## src/rtl/seg7_pkg.sv

```systemverilog
// Shared constants and types for the seven-segment scan driver.
// Latency: n/a (constants only).
// Backpressure: n/a.
//
// SEG_HEX is indexed by the nibble value. Each entry is {a,b,c,d,e,f,g},
// active low, MSB = a.
package seg7_pkg;

  typedef logic [6:0] seg_t;

  localparam seg_t SEG_BLANK = 7'h7F;

  localparam seg_t SEG_HEX [0:15] = '{
    7'b0000001,  // 0
    7'b1001111,  // 1
    7'b0010010,  // 2
    7'b0000110,  // 3
    7'b1001100,  // 4
    7'b0100100,  // 5
    7'b0100000,  // 6
    7'b0001111,  // 7
    7'b0000000,  // 8
    7'b0000100,  // 9
    7'b0001000,  // A
    7'b1100000,  // b
    7'b0110001,  // C
    7'b1000010,  // d
    7'b0110000,  // E
    7'b0111000   // F
  };

endpackage

```

## src/rtl/seg7_hex_decode.sv

```systemverilog
// Nibble to active-low seven-segment pattern decoder.
// Latency: combinational, zero cycles.
// Backpressure: none; the output follows the input continuously.
//
// Ports: hex (4-bit digit value in), seg (seg_t pattern out, {a..g}, active low).
module seg7_hex_decode
  import seg7_pkg::*;
(
  input  logic [3:0] hex,
  output seg_t       seg
);

  assign seg = SEG_HEX[hex];

endmodule

```

## src/rtl/seg7_scan_driver.sv

```systemverilog
// Time-multiplexed N-digit seven-segment scan driver with blank gap.
// Latency: all outputs registered, one cycle behind scan state and shadow regs.
// Backpressure: none; load is sampled every cycle, the scan free-runs.
//
// Ports:
//   clk, rst               clock (rising edge), async active-high reset
//   load                   capture hex_in/point_in/digit_en into the shadow regs
//   hex_in[4*DIGITS]       digit i = hex_in[4i+3:4i], digit 0 rightmost
//   point_in, digit_en     per-digit decimal point request / digit enable
//   seg_n, dp_n            active-low segments {a..g} and decimal point
//   an_n                   active-low anode select, one low or all high
//   frame_tick             one-cycle pulse when the digit index wraps to 0
// Optional build macro: SEG7_ZERO_BLANK_EN suppresses leading zeros.
module seg7_scan_driver
  import seg7_pkg::*;
#(
  parameter int DIGITS    = 8,
  parameter int SCAN_DIV  = 50000,
  parameter int BLANK_CYC = 16
) (
  input  logic                  clk,
  input  logic                  rst,
  input  logic                  load,
  input  logic [4*DIGITS-1:0]   hex_in,
  input  logic [DIGITS-1:0]     point_in,
  input  logic [DIGITS-1:0]     digit_en,
  output logic [6:0]            seg_n,
  output logic                  dp_n,
  output logic [DIGITS-1:0]     an_n,
  output logic                  frame_tick
);

  localparam int CNT_W = (SCAN_DIV > 1) ? $clog2(SCAN_DIV) : 1;
  localparam int IDX_W = (DIGITS > 1) ? $clog2(DIGITS) : 1;

  localparam logic [CNT_W-1:0] CNT_LAST  = CNT_W'(SCAN_DIV - 1);
  localparam logic [CNT_W-1:0] BLANK_LIM = CNT_W'(BLANK_CYC);
  localparam logic [IDX_W-1:0] IDX_LAST  = IDX_W'(DIGITS - 1);

  // Scan state
  logic [CNT_W-1:0]    div_cnt_q, div_cnt_d;
  logic [IDX_W-1:0]    idx_q, idx_d;

  // Shadow registers
  logic [4*DIGITS-1:0] sh_hex_q, sh_hex_d;
  logic [DIGITS-1:0]   sh_pt_q, sh_pt_d;
  logic [DIGITS-1:0]   sh_en_q, sh_en_d;

  // Output registers
  seg_t                seg_n_q, seg_n_d;
  logic                dp_n_q, dp_n_d;
  logic [DIGITS-1:0]   an_n_q, an_n_d;
  logic                frame_tick_q, frame_tick_d;

  // Currently selected digit
  logic [3:0]          sel_hex;
  logic                sel_pt;
  logic                sel_en;
  logic                suppress;
  logic                show;
  logic                in_blank;
  seg_t                dec_seg;

  // ---------------------------------------------------------------------------
  // Scan counter and digit index
  // ---------------------------------------------------------------------------
  always_comb begin
    div_cnt_d    = div_cnt_q + 1'b1;
    idx_d        = idx_q;
    frame_tick_d = 1'b0;
    if (div_cnt_q == CNT_LAST) begin
      div_cnt_d = '0;
      if (idx_q == IDX_LAST) begin
        idx_d        = '0;
        frame_tick_d = 1'b1;
      end else begin
        idx_d = idx_q + 1'b1;
      end
    end
  end

  // ---------------------------------------------------------------------------
  // Shadow registers: no frame alignment, a load lands mid-slot if it must.
  // ---------------------------------------------------------------------------
  always_comb begin
    sh_hex_d = sh_hex_q;
    sh_pt_d  = sh_pt_q;
    sh_en_d  = sh_en_q;
    if (load) begin
      sh_hex_d = hex_in;
      sh_pt_d  = point_in;
      sh_en_d  = digit_en;
    end
  end

  // ---------------------------------------------------------------------------
  // Digit mux; a single decoder serves every digit.
  // ---------------------------------------------------------------------------
  assign sel_hex = sh_hex_q[{idx_q, 2'b00} +: 4];
  assign sel_pt  = sh_pt_q[idx_q];
  assign sel_en  = sh_en_q[idx_q];

  seg7_hex_decode u_hex_decode (
    .hex (sel_hex),
    .seg (dec_seg)
  );

`ifdef SEG7_ZERO_BLANK_EN
  // A zero is "leading" only if no enabled higher digit holds a non-zero
  // value; disabled digits do not count. Digit 0 and digits with a lit
  // point always show so the display never goes fully dark on a value of 0.
  logic higher_nz;

  always_comb begin
    higher_nz = 1'b0;
    for (int j = 0; j < DIGITS; j++) begin
      if ((j > int'(idx_q)) && sh_en_q[j] && (sh_hex_q[4*j +: 4] != 4'h0)) begin
        higher_nz = 1'b1;
      end
    end
    suppress = (sel_hex == 4'h0) && !higher_nz && (idx_q != '0) && !sel_pt;
  end
`else
  assign suppress = 1'b0;
`endif

  assign show     = sel_en & ~suppress;
  assign in_blank = (div_cnt_q < BLANK_LIM);

  // ---------------------------------------------------------------------------
  // Output decode. During the blank gap everything is dark, including the
  // point, so no segment lingers while the anodes switch.
  // ---------------------------------------------------------------------------
  always_comb begin
    an_n_d  = '1;
    seg_n_d = SEG_BLANK;
    dp_n_d  = 1'b1;
    if (!in_blank) begin
      an_n_d[idx_q] = ~show;
      seg_n_d       = show ? dec_seg : SEG_BLANK;
      dp_n_d        = ~(sel_pt & sel_en);
    end
  end

  // ---------------------------------------------------------------------------
  // State
  // ---------------------------------------------------------------------------
  always_ff @(posedge clk or posedge rst) begin
    if (rst) begin
      div_cnt_q    <= '0;
      idx_q        <= '0;
      sh_hex_q     <= '0;
      sh_pt_q      <= '0;
      sh_en_q      <= '0;
      seg_n_q      <= SEG_BLANK;
      dp_n_q       <= 1'b1;
      an_n_q       <= '1;
      frame_tick_q <= 1'b0;
    end else begin
      div_cnt_q    <= div_cnt_d;
      idx_q        <= idx_d;
      sh_hex_q     <= sh_hex_d;
      sh_pt_q      <= sh_pt_d;
      sh_en_q      <= sh_en_d;
      seg_n_q      <= seg_n_d;
      dp_n_q       <= dp_n_d;
      an_n_q       <= an_n_d;
      frame_tick_q <= frame_tick_d;
    end
  end

  assign seg_n      = seg_n_q;
  assign dp_n       = dp_n_q;
  assign an_n       = an_n_q;
  assign frame_tick = frame_tick_q;

endmodule

```

## config.mk

```make
export PLATFORM = sky130hd
export DESIGN_NAME = seg7_scan_driver
export DESIGN_NICKNAME = d
export VERILOG_FILES = /design/src/rtl/seg7_pkg.sv /design/src/rtl/seg7_hex_decode.sv /design/src/rtl/seg7_scan_driver.sv
export SDC_FILE = /design/constraint.sdc
export NUM_CORES = 1
export LEC_CHECK = 0
export CORE_ASPECT_RATIO = 1.5
export CORE_UTILIZATION = 45
export CTS_CLUSTER_SIZE = 24
export DETAILED_ROUTE_END_ITERATION = 16
export PLACE_DENSITY = 0.71
export SYNTH_ARGS = -nofsm -noshare
export SYNTH_HDL_FRONTEND = slang
export SYNTH_SLANG_ARGS = --single-unit
```

## constraint.sdc

```tcl
create_clock -name clk -period 3.7 [get_ports clk]
set_input_delay 0.74 -clock clk [delete_from_list [all_inputs] [get_ports clk]]
set_output_delay 0.74 -clock clk [all_outputs]
set_load 0.05 [all_outputs]
```

==> results.md, run 1 <==
* Status: finished clean
* Io pins at 68
* CTS tree: done
* Yosys reg bits at 84
* Most common cell after layout, fill and taps aside: dfrtp_1
* Pleak at between 2 and 2.5 nW
* Period utilization at ~77%
* Worst-skew pair later-pin latency at roughly 0.33 ns
* Sequential share of power at 47.4%
* Finished Layout Cells at ~470
* Starting DRC count in detailed routing at 117
* Vias per Instance at between 5 and 6
* Clock Power Share at around two fifths
* Synth cell types at 42
* Final Hold Viols at 0
* Post-Syn Area at about 3800 sq um
* Net Switching at roughly 0.00054 W
* Yosys warns at 0
* Relative slew slack at between 30% and 40%
* Via count at roughly 2500
* Hold crit path type: reg2reg
* PortBufs at 67
* WHS at 0.453 ns
* MaxCap Viol Count at 0
* CTS root buffer: clkbuf_16
* Die width at 77.4 um
* RSZ-0062 raised after global routing: no
* Power consumption at 0.00217 W
* Pre-antenna DRT Iters at 4
* Fin nets at about 420
* Final WL at 7450 um
* Crit path DAT at 3.09 ns
* Sequential area share after synthesis at 55.3%
* FF-to-FF setup slack at 0.84 ns
* Post-CTS Resized at 0
* Critical-path top delay cell: a211oi_1
* Net Sw Frac at about a quarter
* DIE HEIGHT at 115 um
* Gr ovfl total at 0
* Mapped Cells at between 200 and 300
* DRC Markers at 0
* Crit. End Element: flip-flop
* Commonest cells after routing, fill and taps aside: dfrtp_1 (68), clkdlybuf4s50_1 (66), mux2_2 (51)
* # diodes at 0
* Clock Path Buffers at 2
* # H-tree levels at 3
* Util after Layout at 59.7%
* Antenna-violating nets left at 0
* VDD IR max at 0.314 mV
* Final Critical Period at 2.86 ns
* Synth top area share at 44.3%
* Worst Path Max Fanout at 13
* Critical path class: reg2reg
* Core area at slightly above 8000 sq um
* Combinational power share at 14.0%
* Synth area leaders: dfrtp_1 (44%), mux2_2 (15%), dfstp_2 (11%)
* Syn Nets at 357
* CTS buffer count at 9
* Pwr dens at 445 nW/um^2
* Total Routing Usage GR at 18.8%
* Die ar. at 8910 sq um
* Initial antenna violation count at 0
* Cell taking the most area after synthesis: dfrtp_1
* Critical path's largest stage delay at 0.63 ns
* Final setup viols at 0
* Setup TNS at 0 ns
* Post-CTS Setup Bufs at 0
* Initial Util at ~47%
* First-pass GRT wire length at 12700 um
* Layout Area Growth over Synthesis at 26.9%
* F_max at 0.350 GHz
* Row count at 40
* Placed Cells at 457
* Data required time of the worst path at 3.93 ns
* Layout cells sized above 1 at between 20% and 30%
* Cts hold-fix bufs at 0
* Syn_area_per_cell at roughly 13 sq um
* Skew final at 0.00462 ns
* CP Cell Sequence: and2_0 -> a22oi_1 -> nor2_1 -> a211oi_1 -> inv_1 -> ha_1 -> mux2_2 -> nor2_1 -> o21ai_0
* Hpwl dp at 5520 um
* Cell internal pwr at 0.00163 W
* Slew @ Worst Pin at 1.03 ns
* Clk sink count at 84
* Largest net degree at the start of global routing at a little under 50
* Detailed-route wire length per cell at 15.8 um
* Clk pin slew, worst setup/hold paths at 0.06 ns
* Cell with the most instances on the worst path: nor2_1
* Number of global-route vias before repair at 2597
* Crit start category: flip-flop
* Max Slew Vio Count at 0
* Final Wtd Congestion at between 0.7 and 0.8
==> per-layer routing <==
| metal | global-route usage [%] | routed length [um] |
|---|---|---|
| met5 | 0 | 0 |
| met4 | 7.92 | 97 |
| met3 | 4.68 | 278 |
| met2 | 32.0 | 4040 |
| met1 | 22.8 | 3040 |
==> synthesized netlist by cell type, drive strengths merged <==
cell and instances:
mux2 51, nor3b 1, nor2b 5, clkbuf 6, ha 9, nor3 3, o21ai 7, nand3b 1
a22oi 4, nand2 17, a21o 1, nand4 1, buf 9, o22ai 1, mux2i 12, dfstp 16
xor2 7, a221oi 1, and2 2, xnor2 6, and3 4, nor2 17, nand2b 1, or3 3
dfrtp 68, inv 8, a31oi 1, nand3 12, o211ai 2, mux4 6, o221ai 4, a21oi 5
nor4 3, or4 1, a211oi 2
==> kinds of logic after synthesis <==
| kind of cell | count (synthesis) | share of synthesized area, % |
|---|---|---|
| simple gates | 71 | 9.16 |
| mux | 69 | 21.8 |
| fa+ha+maj | 9 | 2.93 |
| xor+xnor | 13 | 2.97 |
| compound gates | 28 | 4.79 |
| flops | 84 | 55.3 |
| buf+inv | 23 | 3.03 |
==> final timing paths <==
path / cells past startpoint / from / endpoint
max: 9 / idx_q[1] / seg_n[3]
min: 1 / div_cnt_q[0] / div_cnt_q[0]
max reg2reg: 9 / idx_q[1] / seg_n[3]
min reg2reg: 1 / div_cnt_q[0] / div_cnt_q[0]
max in group asynchronous: 3 / rst / seg_n[0]
min in group asynchronous: 2 / rst / sh_hex_q[6]
==> final cells by class <==
type                            instances  area [sq um]
Sequential cell                        84          2120
Multi-Input combinational cell        190          1600
Clock buffer                           10           239
Tap cell                              105           131
Clock inverter                          6          47.5
Inverter                                8          31.3
Timing Repair Buffer                   70           701
Fill cell                             660          3290
==> per-stage QoR <==
| stage | instance area [sq um] | setup slack [ns] |
|---|---|---|
| 6_report | 4870 | 0.840 |
| 5_1_grt | 4870 | 0.529 |
| 4_1_cts | 4870 | 0.850 |
| 3_5_place_dp | 4580 | 0.852 |
| 3_3_place_gp | 4580 | 0.916 |
| 2_1_floorplan | 3840 | 0.821 |
==> critical path: cells and delay by family, from the launching register on <==
kind / cells / cell delay [ns]
adder cells (fa/ha/maj): 1 / 0.29
flip-flops: 1 / 0.56
multiplexers: 1 / 0.27
AND/OR/NAND/NOR: 3 / 0.49
AO/OA/AOI/OAI: 3 / 0.94
buffers and inverters: 1 / 0.21
==> state kept, by name, indices dropped and copies added, names as in the netlist <==
name	cells
dp_n	1
frame_tick	1
sh_en_q	8
div_cnt_q	16
idx_q	3
seg_n	7
sh_pt_q	8
an_n	8
sh_hex_q	32
==> power groups by stage <==
stage	registers, W	logic, W	clock network (W)
3_5_place_dp	0.00105	0.000306	0
4_1_cts	0.00103	0.000307	0.000860
2_1_floorplan	0.00109	0.000146	0
5_1_grt	0.00104	0.000328	0.000899
3_3_place_gp	0.00105	0.000300	0
6_report	0.00103	0.000303	0.000837
(Power assumes the default switching activity.)
==> run 2: changes to the inputs <==
Clock period 3.7 ns to 2.9 ns, I/O delays scaled along.
==> run 2 against run 1 <==
Cell area is 1.2% higher. Cell count up 1.5%. Sequential share of layout area decreased by 0.52 points.
==> results.md, run 2 (synthesis gave the netlist of run 1 again) <==
* Hpwl dp at 5550 um (was 5520 um)
* Final setup viols at 0 (unchanged)
* Status: finished clean (unchanged)
* Setup TNS at 0 ns (unchanged)
* Pleak at 2.07 nW (was 2.01 nW)
* Worst Path Max Fanout at 8 (was 13)
* Starting DRC count in detailed routing at 122 (was 117)
* Capture point of the worst path: seg_n[3] (unchanged)
* Most common cell after layout, fill and taps aside: dfrtp_1 (unchanged)
* Worst-skew pair later-pin latency at 0.33 ns (about the same)
* Worst setup margin at 0.453 ns (was 0.840 ns)
* F_max at 0.409 GHz (was 0.350 GHz)
* Cell family with the largest share of critical-path delay: multiplexers (was compound AO/OA/AOI/OAI gates)
* Pre-CTS setup slack at 0.445 ns (was 0.852 ns)
* Final Hold Viols at 0 (unchanged)
* Cts hold-fix bufs at 0 (unchanged)
* Power consumption at 0.00280 W (was 0.00217 W)
* Crit. Startpoint: idx_q[0] (was idx_q[1])
* Fin nets at 430 (was 423)
* Skew final at 0.00779 ns (was 0.00462 ns)
* VDD IR max at 0.393 mV (was 0.314 mV)
* Layout Area Growth over Synthesis at 28.5% (was 26.9%)
* Critical path's largest stage delay at 0.59 ns (was 0.63 ns)
* Crit path DAT at 2.67 ns (was 3.09 ns)
* CTS tree: done (unchanged)
* Worst r2r dst: seg_n[3] (unchanged)
* Final Critical Period at 2.45 ns (was 2.86 ns)
* Slew @ Worst Pin at 0.583 ns (was 1.03 ns)
* Io pins at 68 (unchanged)
* Antenna-violating nets left at 0 (unchanged)
* Total Routing Usage GR at 19.4% (was 18.8%)
* DIE HEIGHT at 115 um (unchanged)
* Critical path class: reg2reg (unchanged)
* Hold crit path type: reg2reg (unchanged)
* Post-CTS Resized at 0 (unchanged)
* Row count at 40 (unchanged)
* FF-to-FF setup slack at 0.45 ns (was 0.84 ns)
* Hold_sp: div_cnt_q[0] (unchanged)
* Crit. End Element: flip-flop (unchanged)
* Layout cells sized above 1 at 26.1% (was 25.3%)
* Crit path depth at 7 (was 9)
* # diodes at 0 (unchanged)
* Clk sink count at 84 (unchanged)
* CTS buffer count at 9 (unchanged)
* First-pass GRT wire length at 12900 um (was 12700 um)
* Filler cells at 653 (was 660)
* Core area at 8160 sq um (unchanged)
* Commonest cells after routing, fill and taps aside: dfrtp_1 (68), clkdlybuf4s50_1 (66), mux2_2 (51) (unchanged)
* Pwr dens at 567 nW/um^2 (was 445 nW/um^2)
* Clk pin slew, worst setup/hold paths at 0.06 ns (about the same)
* Max reg flops at 32 (unchanged)
* Register-to-Register Path Depth at 7 (was 9)
* Gr ovfl total at 0 (unchanged)
* # H-tree levels at 3 (unchanged)
* CTS root buffer: clkbuf_16 (unchanged)
* Initial Util at 47.0% (unchanged)
* WHS at 0.467 ns (was 0.453 ns)
* Final WL at 7610 um (was 7450 um)
* Top flop regs: sh_hex_q: 32 flops, div_cnt_q: 16 flops (unchanged)
* DRC Markers at 0 (unchanged)
* MaxCap Viol Count at 0 (unchanged)
* Die ar. at 8910 sq um (unchanged)
* Clock Path Buffers at 2 (unchanged)
* Crit start category: flip-flop (unchanged)
* Via count at 2547 (was 2508)
* Pre-antenna DRT Iters at 4 (unchanged)
* Die width at 77.4 um (unchanged)
* Critical path buffers and inverters at 1 (unchanged)
* Data required time of the worst path at 3.13 ns (was 3.93 ns)
* Post-CTS Setup Bufs at 0 (unchanged)
* Initial antenna violation count at 0 (unchanged)
* PortBufs at 67 (unchanged)
* Critical-path top delay cell: dfrtp_1 (was a211oi_1)
* Vias per Instance at 5.31 (was 5.30)
* Max Slew Vio Count at 0 (unchanged)
* CP Cell Sequence: mux4_2 -> mux2i_1 -> inv_1 -> ha_1 -> mux2_2 -> nor2_1 -> o21ai_0 (was and2_0 -> a22oi_1 -> nor2_1 -> a211oi_1 -> inv_1 -> ha_1 -> mux2_2 -> nor2_1 -> o21ai_0)
* RSZ-0062 raised after global routing: no (unchanged)
* Number of global-route vias before repair at 2653 (was 2597)
* RR Startpoint: idx_q[0] (was idx_q[1])
* Detailed-route wire length per cell at 15.9 um (was 15.8 um)
* Relative slew slack at 61.1% (was 30.7%)
* Top reg by flops: sh_hex_q (unchanged)
* Largest net degree at the start of global routing at 52 (was 49)
* Period utilization at 84.4% (was 77.3%)
* Final Wtd Congestion at 0.836 (was 0.757)
[run 2: cell count changes in the layout (fill, tap and decap cells not counted)]
| cell | before | now |
|---|---|---|
| buf_4 | 2 | 9 |
| clkinvlp_4 | 4 | 0 |
| clkinv_4 | 1 | 0 |
| clkbuf_8 | 1 | 4 |
| clkinv_2 | 1 | 2 |
| inv_6 | 1 | 0 |
| clkbuf_1 | 0 | 2 |
[run 2: final cells by class]
cell class / count / area (sq um) / area share (%)
Clock inverter: 1 / 5.00 / 0.102
Clock buffer: 15 / 288 / 5.84
Tap cell: 105 / 131 / 2.66
Timing Repair Buffer: 77 / 753 / 15.3
Sequential cell: 84 / 2120 / 43.0
Multi-Input combinational cell: 190 / 1600 / 32.4
Inverter: 8 / 31.3 / 0.635
[run 2: worst min path at each step]
stage,depth (start not counted),to
2_1_floorplan,1,div_cnt_q[0]
3_3_place_gp,1,div_cnt_q[0]
3_5_place_dp,1,div_cnt_q[0]
4_1_cts,1,div_cnt_q[0]
5_1_grt,1,div_cnt_q[0]
6_report,1,div_cnt_q[0]
[run 2: where the power goes]
group	leakage, nW	switching [W]	total (W)	internal, W
Sequential	0.995	0.0000414	0.00131	0.00127
Clock	0.146	0.000422	0.00109	0.000673
Combinational	0.929	0.000191	0.000390	0.000199
[run 2: worst reg2reg max path: cells and delay by family, from the launching register on]
family	cells	cell delay (ns)
compound gates	1	0.10
fa+ha+maj	1	0.26
buf+inv	1	0.19
flops	1	0.59
mux	3	1.13
simple gates	1	0.08
[run 2: metrics by stage]
| stage | cells | cell area [sq um] | util [%] |
|---|---|---|---|
| after CTS | 480 | 4930 | 60.4 |
| after global placement | 464 | 4640 | 56.8 |
| after global routing | 480 | 4930 | 60.4 |
| final | 480 | 4930 | 60.4 |
| after detailed placement | 464 | 4640 | 56.8 |
| after floorplan | 297 | 3840 | - |
[run 2: routing by layer]
| metal | vias to the layer above | part of all wire, % | track usage, % |
|---|---|---|---|
| met5 | - | 0 | 0 |
| met4 | 0 | 3.5 | 13.2 |
| met3 | 18 | 2.9 | 3.49 |
| met2 | 62 | 54 | 32.6 |
| met1 | 1263 | 40 | 22.5 |
| li1 | 1204 | - | - |
